$ cat config.mk
export PLATFORM = sky130hd
export DESIGN_NAME = btn_debounce_ctrl
export DESIGN_NICKNAME = d
export VERILOG_FILES = /design/src/rtl/btn_debounce_ctrl.sv
export SDC_FILE = /design/constraint.sdc
export NUM_CORES = 1
export LEC_CHECK = 0
export CAP_MARGIN = 20
export CELL_PAD_IN_SITES_DETAIL_PLACEMENT = 0
export CELL_PAD_IN_SITES_GLOBAL_PLACEMENT = 2
export CORE_MARGIN = 5
export CORE_UTILIZATION = 42
export CTS_CLUSTER_SIZE = 12
export DETAILED_ROUTE_END_ITERATION = 12
export PLACE_DENSITY_LB_ADDON = 0.1
export SETUP_SLACK_MARGIN = 0.3
export SYNTH_ARGS = -nofsm -noshare
export SYNTH_HDL_FRONTEND = slang
export SYNTH_SLANG_ARGS = --single-unit
$ cat constraint.sdc
create_clock -name clk -period 3.45 [get_ports clk]
set_clock_uncertainty 0.2 [all_clocks]
set_input_delay 0.69 -clock clk [delete_from_list [all_inputs] [get_ports clk]]
set_output_delay 0.69 -clock clk [all_outputs]
set_load 0.1 [all_outputs]
$ cat src/rtl/btn_debounce_ctrl.sv
// btn_debounce_ctrl: two-channel push-button conditioner.
// Each raw button is passed through a 2-FF synchroniser and a four-state
// debounce FSM with a DB_BITS-bit down-time counter. A clean press produces
// a one-cycle tick, and that tick toggles the run-enable or direction level.
// Optional feature macro: BTN_BOTH_CLEAR_EN. When it is defined, holding
// both buttons at once forces en_out low and cw_out back to CW_INIT.

// One debounce channel: synchroniser, FSM and stability counter.
//   state | meaning
//   ZERO  | input settled low
//   WAIT1 | input went high, waiting for 2^DB_BITS stable cycles
//   ONE   | input settled high
//   WAIT0 | input went low, waiting for 2^DB_BITS stable cycles
module btn_db_channel #(
  parameter int DB_BITS = 20
) (
  input  logic clk,
  input  logic reset_n,
  input  logic raw_i,
  output logic level_o,
  output logic tick_o,
  output logic accept_o
);

  typedef enum logic [1:0] {ZERO, WAIT1, ONE, WAIT0} state_t;

  localparam logic [DB_BITS-1:0] CNT_MAX = '1;

  state_t               state_q, state_d;
  logic [DB_BITS-1:0]   cnt_q, cnt_d;
  logic                 sync1_q, sync2_q;
  logic                 level_q, level_d;
  logic                 tick_q, tick_d;

  // Two-flop synchroniser for the asynchronous button input.
  always_ff @(posedge clk or negedge reset_n) begin
    if (!reset_n) begin
      sync1_q <= 1'b0;
      sync2_q <= 1'b0;
    end else begin
      sync1_q <= raw_i;
      sync2_q <= sync1_q;
    end
  end

  // State, counter, and registered level and tick.
  always_ff @(posedge clk or negedge reset_n) begin
    if (!reset_n) begin
      state_q <= ZERO;
      cnt_q   <= '0;
      level_q <= 1'b0;
      tick_q  <= 1'b0;
    end else begin
      state_q <= state_d;
      cnt_q   <= cnt_d;
      level_q <= level_d;
      tick_q  <= tick_d;
    end
  end

  // Next-state logic. The counter is only compared while waiting; a bounce
  // back to the settled value abandons the count, and the count is cleared
  // again on the next entry to a wait state.
  always_comb begin
    state_d = state_q;
    cnt_d   = cnt_q;
    tick_d  = 1'b0;
    case (state_q)
      ZERO: begin
        if (sync2_q) begin
          state_d = WAIT1;
          cnt_d   = '0;
        end
      end
      WAIT1: begin
        if (!sync2_q) begin
          state_d = ZERO;
        end else if (cnt_q == CNT_MAX) begin
          state_d = ONE;
          tick_d  = 1'b1;
        end else begin
          cnt_d = cnt_q + 1'b1;
        end
      end
      ONE: begin
        if (!sync2_q) begin
          state_d = WAIT0;
          cnt_d   = '0;
        end
      end
      WAIT0: begin
        if (sync2_q) begin
          state_d = ONE;
        end else if (cnt_q == CNT_MAX) begin
          state_d = ZERO;
        end else begin
          cnt_d = cnt_q + 1'b1;
        end
      end
      default: begin
        state_d = ZERO;
        cnt_d   = '0;
      end
    endcase
    level_d = (state_d == ONE) || (state_d == WAIT0);
  end

  assign level_o  = level_q;
  assign tick_o   = tick_q;
  assign accept_o = tick_d;

endmodule

// Top level: two debounce channels and the toggled control levels.
module btn_debounce_ctrl #(
  parameter int   DB_BITS = 20,
  parameter logic CW_INIT = 1'b1
) (
  input  logic clk,
  input  logic reset_n,
  input  logic btn_run_raw,
  input  logic btn_dir_raw,
  output logic en_out,
  output logic cw_out,
  output logic run_level,
  output logic dir_level,
  output logic run_tick,
  output logic dir_tick
);

  logic run_accept, dir_accept;
  logic en_q, en_d;
  logic cw_q, cw_d;

  btn_db_channel #(.DB_BITS(DB_BITS)) u_run (
    .clk      (clk),
    .reset_n  (reset_n),
    .raw_i    (btn_run_raw),
    .level_o  (run_level),
    .tick_o   (run_tick),
    .accept_o (run_accept)
  );

  btn_db_channel #(.DB_BITS(DB_BITS)) u_dir (
    .clk      (clk),
    .reset_n  (reset_n),
    .raw_i    (btn_dir_raw),
    .level_o  (dir_level),
    .tick_o   (dir_tick),
    .accept_o (dir_accept)
  );

  // Toggle on the same edge that registers each tick high.
  always_comb begin
    en_d = en_q ^ run_accept;
    cw_d = cw_q ^ dir_accept;
`ifdef BTN_BOTH_CLEAR_EN
    if (run_level && dir_level) begin
      en_d = 1'b0;
      cw_d = CW_INIT;
    end
`endif
  end

  // Control level registers.
  always_ff @(posedge clk or negedge reset_n) begin
    if (!reset_n) begin
      en_q <= 1'b0;
      cw_q <= CW_INIT;
    end else begin
      en_q <= en_d;
      cw_q <= cw_d;
    end
  end

  assign en_out = en_q;
  assign cw_out = cw_q;

endmodule

==> results_dict.tcl, run 1 <==
set metrics [dict create \
    outcome "finished, final reports clean" \
    diodes 0 \
    syn_area_per_cell_um2 9.751 \
    vdd_drop_max_uv 178.4 \
    maxCapViolations 0 \
    synth_top_family_by_area "simple AND/OR/NAND/NOR gates" \
    syn_inst 286 \
    synth.area.mux_share_pct 2.288 \
    area_delta_synth_final_pct 10.14 \
    dieHeight_um 91.49 \
    place_hpwl_um 4295 \
    io_buffers 9 \
    layout_common_cells "53 x dfrtp_1, 35 x nor2_1, 29 x nand2_1" \
    synth_area_leader_cell "dfrtp_1" \
    p_per_area_nw_per_um2 380.0 \
    ios 10 \
    ant_nets 0 \
    cts_hold_buf 0 \
    synth_xor_area_share_pct 6.864 \
    syn-num-nets 292 \
    drt-wirelength-per-cell_um 15.77 \
    async_flop_share_pct 100.0 \
    hold_violations 0 \
    whs_path_depth 0 \
    crit_path_end_kind "flop" \
    vias 2107 \
    reg2reg_depth 6 \
    worstPathArrival_ns 2.36 \
    fin_crit_sh_pct 69.43 \
    wl_um 5947 \
    dieArea_um2 8370 \
    finalSetupTns_ns 0 \
    cp-start-kind "flop" \
    die_w_um 91.49 \
    ys_seq_area_share_pct 48.50 \
    grt_pass1_vias 2083 \
    h-tree-depth 2 \
    cellLeakagePower_uw 0.001307 \
    ys_seq_elements 54 \
    final_common_cell "dfrtp_1" \
    crit_fanout 6 \
    gp_congestion 0.7547 \
    path_class "reg -> reg" \
    grt.total_usage_pct 15.44 \
    path_clk_slew_ns 0.09 \
    synth-compound-area-share_pct 11.62 \
    cts_buffer_depth 2 \
    antenna_found_initial 0 \
    synthesis.area_um2 2789 \
    synthAdderAreaFrac_pct 0.8973 \
    setup_violations 0 \
    cts_buffers 5 \
    avgViaCountPerCell 5.589 \
    post_route_cells_drive_above_1_share_pct 11.00 \
    yosysTopAreaCellShare_pct 47.55 \
    coreArea_um2 6422 \
    synth_enable_flop_cells 0 \
    cts-root-buf "clkbuf_8" \
    fmax_ghz 0.4175 \
    rsz0062_at_grt "false" \
    drv_slew 0 \
    cp.required_ns 3.41 \
    drc 0 \
    first_pass_iters 4 \
    cts_setup_buffers 0 \
    worstMarginPinSlew_ns 0.8544 \
    synthFlopType "dfrtp_1" \
    yosys.area_share.simple_pct 27.77 \
    seq_area_um2 1353 \
    synthDistinctLibCells 53 \
    grt_pass1_wl_um 10560 \
    cts.sinks 54 \
    period_needed_ns 2.395 \
    multiInputGateArea_um2 1379 \
    clock_latency_ns 0.30 \
    cts_tree "done" \
    drt-initial-drc-count 80 \
    hold_ws_ns 0.1570 \
    hp-class "reg -> reg" \
    ys_top_cells_by_area "dfrtp_1 48%, nor2_1 4.7%, xnor2_1 4.4%, nand2_1 3.9%, nand3_1 2.7%" \
    rows 29 \
    grt_max_degree 32 \
    nets 305 \
    cts_resized 0 \
    fill_cells 651 \
    grt_remaining_overflow 0 \
    yosysWarnings 0 \
    floorplan.initialDensity_pct 43.42 \
    slew_headroom_pct 42.52 \
]
==> state kept, by name, summed over array words and instances (netlist names) <==
| register | flops |
|---|---|
| u_run.level_o | 1 |
| u_dir.state_q | 2 |
| u_dir.level_o | 1 |
| u_run.sync2_q | 1 |
| u_dir.sync2_q | 1 |
| u_dir.sync1_q | 1 |
| en_out | 1 |
| u_run.tick_o | 1 |
| u_run.cnt_q | 20 |
| cw_out | 1 |
| u_dir.cnt_q | 20 |
| u_run.sync1_q | 1 |
| u_dir.tick_o | 1 |
| u_run.state_q | 2 |
==> critical path, cell delays in order (launching register included) <==
cell	delay [ns]
dfrtp_1	0.44
ha_1	0.25
nand4_1	0.26
nor4_4	0.38
or4b_1	0.52
xor2_1	0.15
nor2_1	0.06
==> through the flow <==
stage | total power [µW] | area (µm²) | worst slack, ns | utilization [%] | std cells
4_1_cts | 1186 | 3072 | 1.044 | 47.83 | 377
3_3_place_gp | 755.9 | 2962 | 1.090 | 46.11 | 369
6_report | 1167 | 3072 | 1.055 | 47.83 | 377
5_1_grt | 1230 | 3072 | 0.8210 | 47.83 | 377
2_1_floorplan | 720.5 | 2789 | 1.350 | - | 286
3_5_place_dp | 758.0 | 2962 | 1.077 | 46.11 | 369
==> per-layer routing <==
metal / GRT usage (%) / wire (µm) / vias up
met2: 25.81 / 3015 / 21
met3: 2.727 / 95 / 5
met5: 0 / 0 / -
li1: - / - / 1065
met1: 20.93 / 2785 / 1016
met4: 3.392 / 51 / 0
==> cells in the mapped netlist, drive strengths merged, types with 2 or more instances <==
cell	count
dfrtp	53
nor2	35
nand2	29
nand3	16
nor3	15
xnor2	14
a21oi	11
nand4	11
o21ai	8
xor2	7
a211oi	6
a31oi	6
clkbuf	6
inv	5
nor4	5
and4	4
nor2b	4
a21o	3
and2	3
and3	3
buf	3
mux2	3
mux2i	3
nor3b	3
o211ai	3
o221ai	3
ha	2
nand2b	2
nor4b	2
o31ai	2
o41ai	2
or3	2
or4	2
==> report_power, final <==
| group | total, µW | internal [µW] | switching (µW) |
|---|---|---|---|
| combinational | 69.8 | 27.4 | 42.4 |
| clock | 423 | 217 | 206 |
| sequential | 674 | 649 | 25.1 |
| total | 1170 | 894 | 274 |
==> cell families after synthesis <==
kind of cell | after synthesis
AO/OA/AOI/OAI | 49
XOR/XNOR | 21
AND/OR/NAND/NOR | 140
multiplexers | 6
buffers and inverters | 14
adder cells (fa/ha/maj) | 2
flip-flops | 54
==> path summary, 6_finish.rpt <==
check,startpoint,endpoint,slack (ns)
max,u_run.cnt_q[0]$_DFFE_PN0P_,u_run.cnt_q[14]$_DFFE_PN0P_,1.05
min,u_run.sync1_q$_DFF_PN0_,u_run.sync2_q$_DFF_PN0_,0.16
max reg2reg,u_run.cnt_q[0]$_DFFE_PN0P_,u_run.cnt_q[14]$_DFFE_PN0P_,1.05
min reg2reg,u_run.sync1_q$_DFF_PN0_,u_run.sync2_q$_DFF_PN0_,0.16
max in group asynchronous,reset_n,cw_out$_DFF_PN1_,2.11
min in group asynchronous,reset_n,u_run.cnt_q[4]$_DFFE_PN0P_,0.22
==> final cells by class <==
cell class	instances	share of cell area [%]
Sequential cell	54	44.03
Clock buffer	6	2.363
Timing Repair Buffer	15	3.747
Tap cell	77	3.136
Clock inverter	2	1.222
Multi-Input combinational cell	218	44.89
Inverter	5	0.6110
Note: power is estimated with default switching activity, not from simulation.
==> inputs of run 2 (changes only) <==
Settings changed: CORE_UTILIZATION 42 to 36.
Clock period 3.45 ns to 1.9 ns, I/O delays scaled along.
==> run 2 against run 1 <==
The run now ends with setup timing left. Total power is 85% higher. Clock power is 56% higher. Non-clock buffer count is 105 higher. Sequential share of layout area is 14 points lower. Utilization is 12 points higher. Global-route usage is 1.4 points higher. Die area is 15% higher. Cell count is 34% higher. Highest routed layer unchanged.
==> results_dict.tcl, run 2 (synthesis gave the netlist of run 1 again) <==
set metrics [dict create \
    outcome "complete, but fails checks" \
    violations "setup timing" \
    first_pass_iters 4 \
    grt_pass1_vias 2514 \
    period_needed_ns 1.965 \
    ios 10 \
    drt-wirelength-per-cell_um 15.62 \
    layout_common_cells "81 x buf_4, 49 x dfrtp_1, 29 x nor2_1" \
    grt_max_degree 55 \
    p_clk_share_pct 30.5 \
    crit_buf_inv 1 \
    p_per_area_nw_per_um2 471.1 \
    crit_path_end_kind "flop" \
    vias 2550 \
    final_area_um2 4592 \
    crit_fanout 2 \
    area_delta_synth_final_pct 64.65 \
    post_route_cells_drive_above_1_share_pct 50.62 \
    h-tree-depth 2 \
    switching_power_uw 570.4 \
    drt-initial-drc-count 75 \
    cp_slowest_cell "or4b_4" \
    slew_headroom_pct 77.12 \
    antenna_found_initial 0 \
    cts_buffers 5 \
    fin_crit_sh_pct 103.4 \
    clock_latency_ns 0.31 \
    grt_pass1_wl_um 13070 \
    crit_family "simple AND/OR/NAND/NOR gates" \
    worstPathArrival_ns 2.01 \
    internal_power_uw 1593 \
    hp-class "reg -> reg" \
    cts_buffer_depth 2 \
    place_hpwl_um 5132 \
    fin_ws_ns -0.06471 \
    setup_violations 4 \
    rows 32 \
    cellLeakagePower_uw 0.002013 \
    seqPwrFrac_pct 56.0 \
    floorplan.initialDensity_pct 36.47 \
    vdd_drop_max_uv 280.3 \
    rsz0062_at_grt "true" \
    coreArea_um2 7647 \
    fmax_ghz 0.5090 \
    cp.required_ns 1.95 \
    drc 0 \
    place_area_um2 3747 \
    wl_um 7918 \
    drv_slew 0 \
    power_uw 2163 \
    crit_path_max_incr_delay_ns 0.51 \
    diodes 0 \
    cts-root-buf "clkbuf_8" \
    dieHeight_um 98.02 \
    worstMarginPinSlew_ns 0.3415 \
    top_regs "u_dir.cnt_q: 20 flops, u_run.cnt_q: 20 flops" \
    cts.sinks 54 \
    nets 410 \
    path_cells "xnor2_1 -> buf_4 -> nor4_4 -> or4b_4 -> xor2_2 -> nor2_1" \
    final_common_cell "buf_4" \
    dieArea_um2 9607 \
    path_clk_slew_ns 0.10 \
    die_w_um 98.02 \
    combPwrFrac_pct 13.5 \
    path_class "reg -> reg" \
    gp_congestion 0.8384 \
    cp-start-kind "flop" \
    swShare_pct 26.37 \
    maxCapViolations 0 \
    cts_tree "done" \
    grt.total_usage_pct 16.80 \
    io_buffers 9 \
    hold_violations 0 \
    grt_remaining_overflow 0 \
    ant_nets 0 \
    avgViaCountPerCell 5.030 \
]
==> run 2: cell types whose count changed in the layout (fill, tap and decap cells not counted), moves of 4 or more <==
| cell | before | now |
|---|---|---|
| a211oi_1 | 6 | 1 |
| o21ai_0 | 7 | 2 |
| buf_6 | 0 | 27 |
| nor3_4 | 1 | 8 |
| nor2_1 | 35 | 29 |
| buf_4 | 12 | 81 |
| nor3_1 | 14 | 4 |
| nand2_1 | 29 | 20 |
| buf_12 | 0 | 7 |
| dfrtp_2 | 0 | 4 |
| dfrtp_1 | 53 | 49 |
| nor2_4 | 0 | 5 |
| nand3_1 | 15 | 10 |
| nand2_2 | 0 | 6 |
==> run 2: what timing repair did <==
action / in CTS / in global routing
setup buffers: 18 / 16
pin swaps: 55 / 28
hold buffers: 1 / 0
gates cloned: 0 / 0
hold endpoints to repair: 53 / 0
gates resized for setup: 87 / 25
endpoints found under the setup margin: 50 / 51
==> run 2: power groups by stage <==
stage | clock [µW] | sequential, µW | combinational (µW)
floorplan | 0 | 1230 | 84.2
global placement | 0 | 1230 | 212
detailed placement | 0 | 1230 | 217
CTS | 685 | 1210 | 262
global route | 728 | 1220 | 319
finish | 660 | 1210 | 292
==> run 2: final timing paths <==
kind	from	depth (start not counted)	slack (ns)	endpoint
max in group asynchronous	reset_n	3	0.80	cw_out$_DFF_PN1_
setup reg to reg	u_run.state_q[1]$_DFF_PN0_	6	-0.06	u_run.cnt_q[14]$_DFFE_PN0P_
hold reg to reg	u_dir.sync1_q$_DFF_PN0_	0	0.16	u_dir.sync2_q$_DFF_PN0_
hold / removal	u_dir.sync1_q$_DFF_PN0_	0	0.16	u_dir.sync2_q$_DFF_PN0_
setup / recovery	u_run.state_q[1]$_DFF_PN0_	6	-0.06	u_run.cnt_q[14]$_DFFE_PN0P_
min in group asynchronous	reset_n	3	0.39	u_dir.cnt_q[5]$_DFFE_PN0P_
==> run 2: per-layer routing <==
layer  track usage, %  wire length, µm  up-vias  share of wire [%]
met1            25.44             4059     1245                 51
met5                0                0        -                  0
li1                 -                -     1278                  -
met4            3.195               59        0               0.75
met2            25.45             3647       22                 46
met3            2.857              150        5                1.9
==> run 2: area by class of cell <==
type / instances / area [µm²]
clock inverters: 1 / 7.507
flip-flops and latches: 54 / 1358
well taps: 102 / 127.6
multi-input cells: 218 / 1902
repair buffers: 120 / 1102
inverters: 5 / 18.77
clock buffers: 7 / 76.32
fillers: 622 / 3055
==> run 2: stage by stage <==
stage	worst slack (ns)	setup TNS [ns]	hold slack (ns)	std cells	utilization, %
2_1_floorplan	-0.1389	-0.4742	-0.1156	286	-
3_3_place_gp	-0.005336	-0.009080	0.1340	464	49.00
3_5_place_dp	-0.05008	-0.2072	0.1372	464	49.00
4_1_cts	-0.05457	-0.05457	0.1604	491	56.86
5_1_grt	-0.1605	-1.496	0.1671	507	60.05
6_report	-0.06471	-0.1392	0.1581	507	60.05
==> inputs of run 3 (changes only) <==
Settings changed: CTS_CLUSTER_SIZE 12 to default.
==> results of run 3 <==
No change in the layout: final DEF, timing and power equal those of run 2.
